===== src/rtl/adder_share_arbiter.sv =====
// Round-robin arbiter sharing one WIDTH-bit adder among NUM_REQ requesters, with a one-entry tagged result register.
// Optional feature macro: ADDER_ARB_FLAGS_EN adds registered resp_carry / resp_ovf outputs.
module adder_share_arbiter #(
    parameter int NUM_REQ = 4,
    parameter int WIDTH   = 64,
    parameter int ID_W    = 2
) (
    input  logic                     clk,
    input  logic                     reset,
    input  logic [NUM_REQ-1:0]       req_valid,
    output logic [NUM_REQ-1:0]       req_ready,
    input  logic [NUM_REQ*WIDTH-1:0] req_a,
    input  logic [NUM_REQ*WIDTH-1:0] req_b,
    output logic                     resp_valid,
    input  logic                     resp_ready,
    output logic [ID_W-1:0]          resp_id,
    output logic [WIDTH-1:0]         resp_sum,
`ifdef ADDER_ARB_FLAGS_EN
    output logic                     resp_carry,
    output logic                     resp_ovf,
`endif
    output logic [31:0]              grant_count
);

    typedef enum logic {
        ST_EMPTY = 1'b0,
        ST_FULL  = 1'b1
    } state_t;

    state_t            state_q, state_d;
    logic [ID_W-1:0]   rr_ptr_q, rr_ptr_d;
    logic [ID_W-1:0]   resp_id_q, resp_id_d;
    logic [WIDTH-1:0]  resp_sum_q, resp_sum_d;
    logic [31:0]       grant_count_q, grant_count_d;
`ifdef ADDER_ARB_FLAGS_EN
    logic              resp_carry_q, resp_carry_d;
    logic              resp_ovf_q, resp_ovf_d;
    logic [WIDTH:0]    sum_ext;
`endif

    logic [WIDTH-1:0]  a_arr [NUM_REQ];
    logic [WIDTH-1:0]  b_arr [NUM_REQ];
    logic [WIDTH-1:0]  a_sel;
    logic [WIDTH-1:0]  b_sel;
    logic [WIDTH-1:0]  sum_val;
    logic              can_accept;
    logic              grant_found;
    logic              grant_valid;
    logic [ID_W-1:0]   grant_idx;
    logic [ID_W:0]     scan_idx;
    logic [ID_W:0]     ptr_inc;

    genvar gi;
    generate
        for (gi = 0; gi < NUM_REQ; gi++) begin : g_unpack
            assign a_arr[gi] = req_a[gi*WIDTH +: WIDTH];
            assign b_arr[gi] = req_b[gi*WIDTH +: WIDTH];
        end
    endgenerate

    assign can_accept = (state_q == ST_EMPTY) || ((state_q == ST_FULL) && resp_ready);

    // Scan requesters starting at rr_ptr, wrapping modulo NUM_REQ; first valid wins.
    always_comb begin
        grant_found = 1'b0;
        grant_idx   = '0;
        scan_idx    = '0;
        for (int k = 0; k < NUM_REQ; k++) begin
            scan_idx = {1'b0, rr_ptr_q} + (ID_W+1)'(k);
            if (scan_idx >= (ID_W+1)'(NUM_REQ)) begin
                scan_idx = scan_idx - (ID_W+1)'(NUM_REQ);
            end
            if (!grant_found && req_valid[scan_idx[ID_W-1:0]]) begin
                grant_found = 1'b1;
                grant_idx   = scan_idx[ID_W-1:0];
            end
        end
    end

    // A grant in a reset cycle is suppressed so no requester sees a handshake.
    assign grant_valid = can_accept && grant_found && !reset;

    always_comb begin
        a_sel = '0;
        b_sel = '0;
        for (int i = 0; i < NUM_REQ; i++) begin
            if (grant_idx == ID_W'(i)) begin
                a_sel = a_arr[i];
                b_sel = b_arr[i];
            end
        end
    end

`ifdef ADDER_ARB_FLAGS_EN
    assign sum_ext = {1'b0, a_sel} + {1'b0, b_sel};
    assign sum_val = sum_ext[WIDTH-1:0];
`else
    assign sum_val = a_sel + b_sel;
`endif

    assign ptr_inc = {1'b0, grant_idx} + (ID_W+1)'(1);

    // FSM: state register
    always_ff @(posedge clk) begin
        if (reset) begin
            state_q <= ST_EMPTY;
        end else begin
            state_q <= state_d;
        end
    end

    // FSM: next-state logic
    always_comb begin
        state_d = state_q;
        if (grant_valid) begin
            state_d = ST_FULL;
        end else if ((state_q == ST_FULL) && resp_ready) begin
            state_d = ST_EMPTY;
        end
    end

    // FSM: outputs
    always_comb begin
        resp_valid = (state_q == ST_FULL);
        req_ready  = '0;
        for (int i = 0; i < NUM_REQ; i++) begin
            req_ready[i] = grant_valid && (grant_idx == ID_W'(i));
        end
    end

    // Datapath next values: only a grant changes the result and pointer; a drain leaves stale data.
    always_comb begin
        rr_ptr_d      = rr_ptr_q;
        resp_id_d     = resp_id_q;
        resp_sum_d    = resp_sum_q;
        grant_count_d = grant_count_q;
`ifdef ADDER_ARB_FLAGS_EN
        resp_carry_d  = resp_carry_q;
        resp_ovf_d    = resp_ovf_q;
`endif
        if (grant_valid) begin
            resp_id_d  = grant_idx;
            resp_sum_d = sum_val;
            rr_ptr_d   = (ptr_inc >= (ID_W+1)'(NUM_REQ)) ? '0 : ptr_inc[ID_W-1:0];
            if (grant_count_q != 32'hFFFF_FFFF) begin
                grant_count_d = grant_count_q + 32'd1;
            end
`ifdef ADDER_ARB_FLAGS_EN
            resp_carry_d = sum_ext[WIDTH];
            resp_ovf_d   = (a_sel[WIDTH-1] == b_sel[WIDTH-1]) &&
                           (sum_val[WIDTH-1] != a_sel[WIDTH-1]);
`endif
        end
    end

    always_ff @(posedge clk) begin
        if (reset) begin
            rr_ptr_q      <= '0;
            resp_id_q     <= '0;
            resp_sum_q    <= '0;
            grant_count_q <= '0;
`ifdef ADDER_ARB_FLAGS_EN
            resp_carry_q  <= 1'b0;
            resp_ovf_q    <= 1'b0;
`endif
        end else begin
            rr_ptr_q      <= rr_ptr_d;
            resp_id_q     <= resp_id_d;
            resp_sum_q    <= resp_sum_d;
            grant_count_q <= grant_count_d;
`ifdef ADDER_ARB_FLAGS_EN
            resp_carry_q  <= resp_carry_d;
            resp_ovf_q    <= resp_ovf_d;
`endif
        end
    end

    assign resp_id     = resp_id_q;
    assign resp_sum    = resp_sum_q;
    assign grant_count = grant_count_q;
`ifdef ADDER_ARB_FLAGS_EN
    assign resp_carry  = resp_carry_q;
    assign resp_ovf    = resp_ovf_q;
`endif

endmodule


===== config.mk =====
export PLATFORM = sky130hd
export DESIGN_NAME = adder_share_arbiter
export DESIGN_NICKNAME = d
export VERILOG_FILES = /design/src/rtl/adder_share_arbiter.sv
export SDC_FILE = /design/constraint.sdc
export NUM_CORES = 1
export LEC_CHECK = 0
export ABC_CLOCK_PERIOD_IN_PS = 4880
export CAP_MARGIN = 20
export CORE_AREA = 2 2 244 246
export CTS_BUF_LIST = sky130_fd_sc_hd__clkbuf_4 sky130_fd_sc_hd__clkbuf_8
export DETAILED_ROUTE_END_ITERATION = 10
export DIE_AREA = 0 0 246 248
export GPL_TIMING_DRIVEN = 0
export PLACE_DENSITY = 0.47
export SLEW_MARGIN = 5
export SYNTH_ARGS = -nofsm -noshare
export SYNTH_HDL_FRONTEND = slang
export SYNTH_SLANG_ARGS = --single-unit

===== constraint.sdc =====
create_clock -name clk -period 4.88 [get_ports clk]
set_input_delay 0.488 -clock clk [delete_from_list [all_inputs] [get_ports clk]]
set_output_delay 0.488 -clock clk [all_outputs]
set_load 0.01 [all_outputs]

; Yosys cells after proc, flatten, opt, wreduce, memory -nomap -nowiden
; Cells that the tools add are included.
[classes]
bitwise = 1
add_sub_neg = 10
muxes = 31
n_eq_ne = 4
n_div = 0
n_reduce_logical = 18
n_shift = 0
order_cmp = 9
mul = 0
[ops]
columns = cell, count
row1 = 64-bit 2-to-1 mux, 8
row2 = 64-bit adder, 1
row3 = 32-bit by 1-bit adder with 32-bit output (second input constant), 1
row4 = 32-bit != test (second input constant), 1
row5 = 2-bit 2-to-1 mux, 9
row6 = 3-bit greater-or-equal comparator (second input constant), 4
row7 = 2-bit by 3-bit < comparator with 1-bit output (second input constant), 4
row8 = 1-bit logical AND, 10
row9 = 1-bit 2-to-1 mux, 10
row10 = 1-bit binary-select mux with 2-bit select, 4
row11 = 2-bit by 1-bit subtractor with 2-bit output (second input constant), 4
row12 = 2-bit by 1-bit adder with 3-bit output (second input constant), 2
row13 = 2-bit by 2-bit adder with 3-bit output (second input constant), 2
row14 = 2-bit == test (second input constant), 2
row15 = 1-bit zero test, 4
row16 = 2-bit by 3-bit greater-or-equal comparator with 1-bit output (second input constant), 1
row17 = 2-bit by 1-bit == test with 1-bit output (second input constant), 1
row18 = 2-bit zero test, 1
row19 = 2-bit AND reduction, 1
row20 = 2-bit nonzero test, 1
row21 = 1-bit logical OR, 1
row22 = 1-bit NOT, 1
[totals]
latch_bits = 0
out_inout_bits = 103
ramBits = 0
n_memories = 0
regBits = 101
romBits = 0

; Logic depth before layout (Yosys ltp)
[logic_depth]
word_depth = 20
mapped_depth = 24

; Worst setup path after synthesis
; No wires, ideal clock.
[synth_timing]
kind = input to register
startpoint = input req_valid[2]
endpoint = register resp_sum_q[58], in the netlist resp_sum[58]
path_stages = 23
t_arrival_ns = 4.666
path_buffers = 4
setup_slack_ns = 0.097
cell_sequence = mux2_2 -> a21oi_1 -> o21ai_0 -> inv_1 -> ha_1 -> clkbuf_1 -> clkbuf_1 -> clkbuf_1 -> nor2_1 -> a21oi_1 -> nor2_1 -> a21oi_1 -> o21ai_0 -> ha_1 -> buf_2 -> a21oi_1 -> o211ai_1 -> a221oi_1 -> o221ai_1 -> o2111ai_2 -> a2111oi_2 -> or3_1 -> a32o_1
[synth_between]
elab_chain_cells = 18
elab_cells_between_ends = 37
cone_classes = add/sub: 1 / eq/ne: 3 / mux: 24 / reduce/logical: 9
[synth_lines]
columns = item, line_no
row1 = start: declaration, 10  ; input logic [NUM_REQ-1:0] req_valid,
row2 = 1-bit binary-select mux with 2-bit select, 73  ; if (!grant_found && req_valid[scan_idx[ID_W-1:0]]) begin
row3 = 1-bit 2-to-1 mux (implied by the code), 73
row4 = 1-bit 2-to-1 mux, 73
row5 = 1-bit zero test, 73
row6 = 1-bit logical AND, 73
row7 = 1-bit 2-to-1 mux, 73
row8 = 1-bit zero test, 73
row9 = 1-bit logical AND, 73
row10 = 1-bit 2-to-1 mux, 73
row11 = 1-bit zero test, 73
row12 = 1-bit logical AND, 73
row13 = 2-bit 2-to-1 mux (*), 73
row14 = via grant_idx[0], 49  ; logic [ID_W-1:0] grant_idx;
row15 = 2-bit zero test, 87  ; if (grant_idx == ID_W'(i)) begin
row16 = 64-bit 2-to-1 mux (4 in a row), 87
row17 = 64-bit adder (*), 98  ; assign sum_val = a_sel + b_sel;
row18 = end signal: assignment, 169  ; resp_sum_q <= resp_sum_d;
row19 = end: declaration, 33  ; logic [WIDTH-1:0] resp_sum_q, resp_sum_d;
; The timed path passes the listed nets; every way through them passes the cells marked *. The select of a mux whose other input is x is not followed.
; A chain may end at the register's enable or synchronous reset.

; Final worst setup path
[layout_timing]
startpoint = register rr_ptr_q[1]
endpoint = register resp_sum_q[58], in the netlist resp_sum[58]
[layout_between]
elab_chain_cells = 20
elab_cells_between_ends = 52
cone_classes = add/sub: 8 / order compare: 4 / eq/ne: 3 / mux: 28 / reduce/logical: 9
[layout_lines]
columns = item, line_no
row1 = start: declaration, 31  ; logic [ID_W-1:0] rr_ptr_q, rr_ptr_d;
row2 = start signal: assignment, 167  ; rr_ptr_q <= rr_ptr_d;
row3 = "parallel branches: the longest is 20 deep, another holds 2-bit by 1-bit adder with 3-bit output", -
; Parallel ways; which one is timed is not known. The select of a mux whose other input is x is not followed.

==> metrics.yaml <==
cp_slowest_cell: "dfxtp_4"
final_common_cell: "clkdlybuf4s50_1"
startpoint: "rr_ptr_q[1]$_SDFFE_PP0P_"
grt_util_all_layers: 0.244
cts_root_buf: "clkbuf_8"
fin_crit_sh: 0.972
layout-drive-gt1-share: 0.128
syn_area_per_cell_sq_um: 6.02
grt_setup_unrepaired: "true"
cts-buffers-inserted: 9
ys_ff_latch: 101
slew-limit-headroom: 0.412
outcome: "finished clean"
ant_nets: 0
hold_buffers: 0
hold_viol: 0
fmax_ghz: 0.211
r2r_start: "rr_ptr_q[1]$_SDFFE_PP0P_"
async_reset_ff_frac: 0
crit_path_max_fanout: 10
grt_pass1_vias: 16630
tightest_slew_ns: 0.881
cts.clk_slew.worst_paths_ns: 0.13
clk_latency_ns: 0.40
vias: 17061
die-area_sq_mm: 0.0610
antenna_found_initial: 12
synth_area_sq_mm: 0.0122
wl_per_cell_um: 22.6
place_ws_ns: -3.02
synth_edf_count: 0
ir_drop_uv: 144
io_pins: 622
cts_tree: "built"
cts_buffer_depth: 2
cp.required_ns: 5.20
syn_inst: 2031
fill_cells: 6330
grt_start_max_net_pins: 21
drc: 0
ys_top_cells_by_area: "dfxtp_1 (17%), a21oi_1 (14%), nand2_1 (11%)"
yosysTopAreaCell: "dfxtp_1"
worstSetupPathType: "reg2reg"
h-tree-depth: 3
critical_path_arrival_ns: 5.06
clock-sinks: 101
setup_viol: 0
path_cells: "mux2_2 > a21oi_2 > o21ai_4 > ha_1 > clkbuf_8 > clkbuf_8 > clkbuf_4 > nor2_1 > a21oi_2 > o21ai_4 > ha_4 > a21oi_4 > o211ai_1 > a221oi_2 > o221ai_2 > o2111ai_4 > a2111oi_4 > or3_1 > a32o_1"
die_h_um: 248
fin_nets: 3282
crit_path_end_kind: "flip-flop"
layout_min_cycle_time_ns: 4.74
avgViaCountPerCell: 4.91
ys.flop_type: "dfxtp_1"
fin_ws_ns: 0.136
coreArea_sq_mm: 0.0585
grt_remaining_overflow: 0
critPathTopFamily: "compound AO/OA/AOI/OAI gates"
die_width_um: 246
start_kind: "flip-flop"
fp-row-count: 89
drtIter0Drc: 977
syn-num-nets: 2619
ys_warn_count: 0
firstDrtPassIters: 5
powerDensity_mw_per_mm2: 415
leakage_uw: 0.00815
hold_class: "reg2reg"
final_cell_mix: "clkdlybuf4s50_1 (617), nand2_1 (343), nor2_1 (322), a21oi_1 (303), o21ai_0 (115)"
drt_wl_total_um: 78400
finClkSkew_ns: 0.0101
syn_to_final_growth_pct: 74.1
drv_slew: 0
seq_area_frac_synth: 0.165
timing.max_cap.violations: 0
slowest_delay_ns: 0.39
gp_congestion: 0.938
cp_num_buf_inv: 3
initial_utilization: 0.209
holdCritStartpoint: "resp_sum[1]$_SDFFE_PP0P_"
synth_top_cell_area_share: 0.165
dpl.hpwl_um: 66600
port_buffers: 621
ys_types: 75
grt_first_pass_wirelength_um: 110000
utilization: 0.364
-- power breakdown --
part | internal (uW) | switching [uW]
clock | 205 | 383
combinational | 2970 | 4060
sequential | 1060 | 137
-- metal layers --
layer	up-vias	routed length (um)	share of wire	track usage
li1	8417	-	-	-
met1	8011	34300	0.44	0.308
met2	536	38000	0.49	0.427
met3	85	4050	0.052	0.0434
met4	12	1900	0.024	0.0599
met5	-	84	0.0011	0
-- state kept, by name, summed over array words and instances (netlist names) --
signal,cells
resp_sum,64
grant_count,32
resp_id,2
rr_ptr_q,2
resp_valid,1
-- synthesized netlist by cell type (4+ instances only) --
cell and count:
nor2b_1 7, nand2b_1 9, a21o_1 38, o31ai_1 7, and2_1 16, nor3_1 23, or2_2 4, o21a_1 10
o21bai_1 12, or3_1 10, a211oi_1 15, buf_1 14, o21ai_0 210, a21oi_2 5, nor4_1 6, o211ai_1 13
inv_1 25, and4_1 6, nor2_1 324, mux2i_1 4, o21ai_1 7, nand4_1 36, nand2_1 346, a31oi_1 7
dfxtp_1 101, buf_2 8, nand3_1 66, xor2_1 41, and3_1 13, ha_1 68, a21oi_1 341, xnor2_1 34
a32o_1 4, clkbuf_1 140
-- path summary, 6_finish.rpt --
path                               endpoint  slack, ns  depth (start not counted)
setup / recovery  resp_sum[58]$_SDFFE_PP0P_       0.14                         19
hold / removal     resp_sum[1]$_SDFFE_PP0P_       0.47                          2
setup reg to reg  resp_sum[58]$_SDFFE_PP0P_       0.14                         19
hold reg to reg    resp_sum[1]$_SDFFE_PP0P_       0.47                          2
-- repair_timing --
action                     CTS  global route
pin swaps                   37            61
gates resized for setup    295           201
setup endpoints to repair   65            43
gates cloned                 1             1
setup buffers               26            25
-- logic make-up after synthesis --
group / after synthesis / share of synthesized area
buffers and inverters: 189 / 0.0593
xor gates and xnor gates: 75 / 0.0538
AOI/OAI and AO/OA: 712 / 0.338
DFF: 101 / 0.165
and+or+nand+nor: 880 / 0.308
adders and majority gates: 69 / 0.0713
muxes: 5 / 0.00420
-- worst min-delay path: stages (launching register included) --
cell and delay (ns):
dfxtp_1 0.33, nand3_1 0.06, nand2_1 0.05
-- per-stage QoR --
stage               instances  TNS [ns]  hold WS, ns  power [uW]  instance area, sq um
floorplan                2031         0        0.478        4610                 12200
global placement         3425   -152.41        0.442        7140                 19400
detailed placement       3428   -138.78        0.447        7170                 19400
CTS                      3457   -0.0523        0.471        8340                 20600
global route             3476    -0.143        0.498        9480                 21300
finish                   3477         0        0.470        8820                 21300
-- final cells by class --
type	count	area [sq um]	share of cell area
clock inverters	7	78.8	0.00371
multi-input cells	1741	10300	0.485
repair buffers	677	6720	0.316
diodes	5	12.5	0.000588
plain buffers	139	930	0.0437
flip-flops and latches	101	2030	0.0952
well taps	773	967	0.0455
clock buffers	9	124	0.00582
inverters	25	93.8	0.00441
Note: power is estimated with default switching activity, not from simulation.
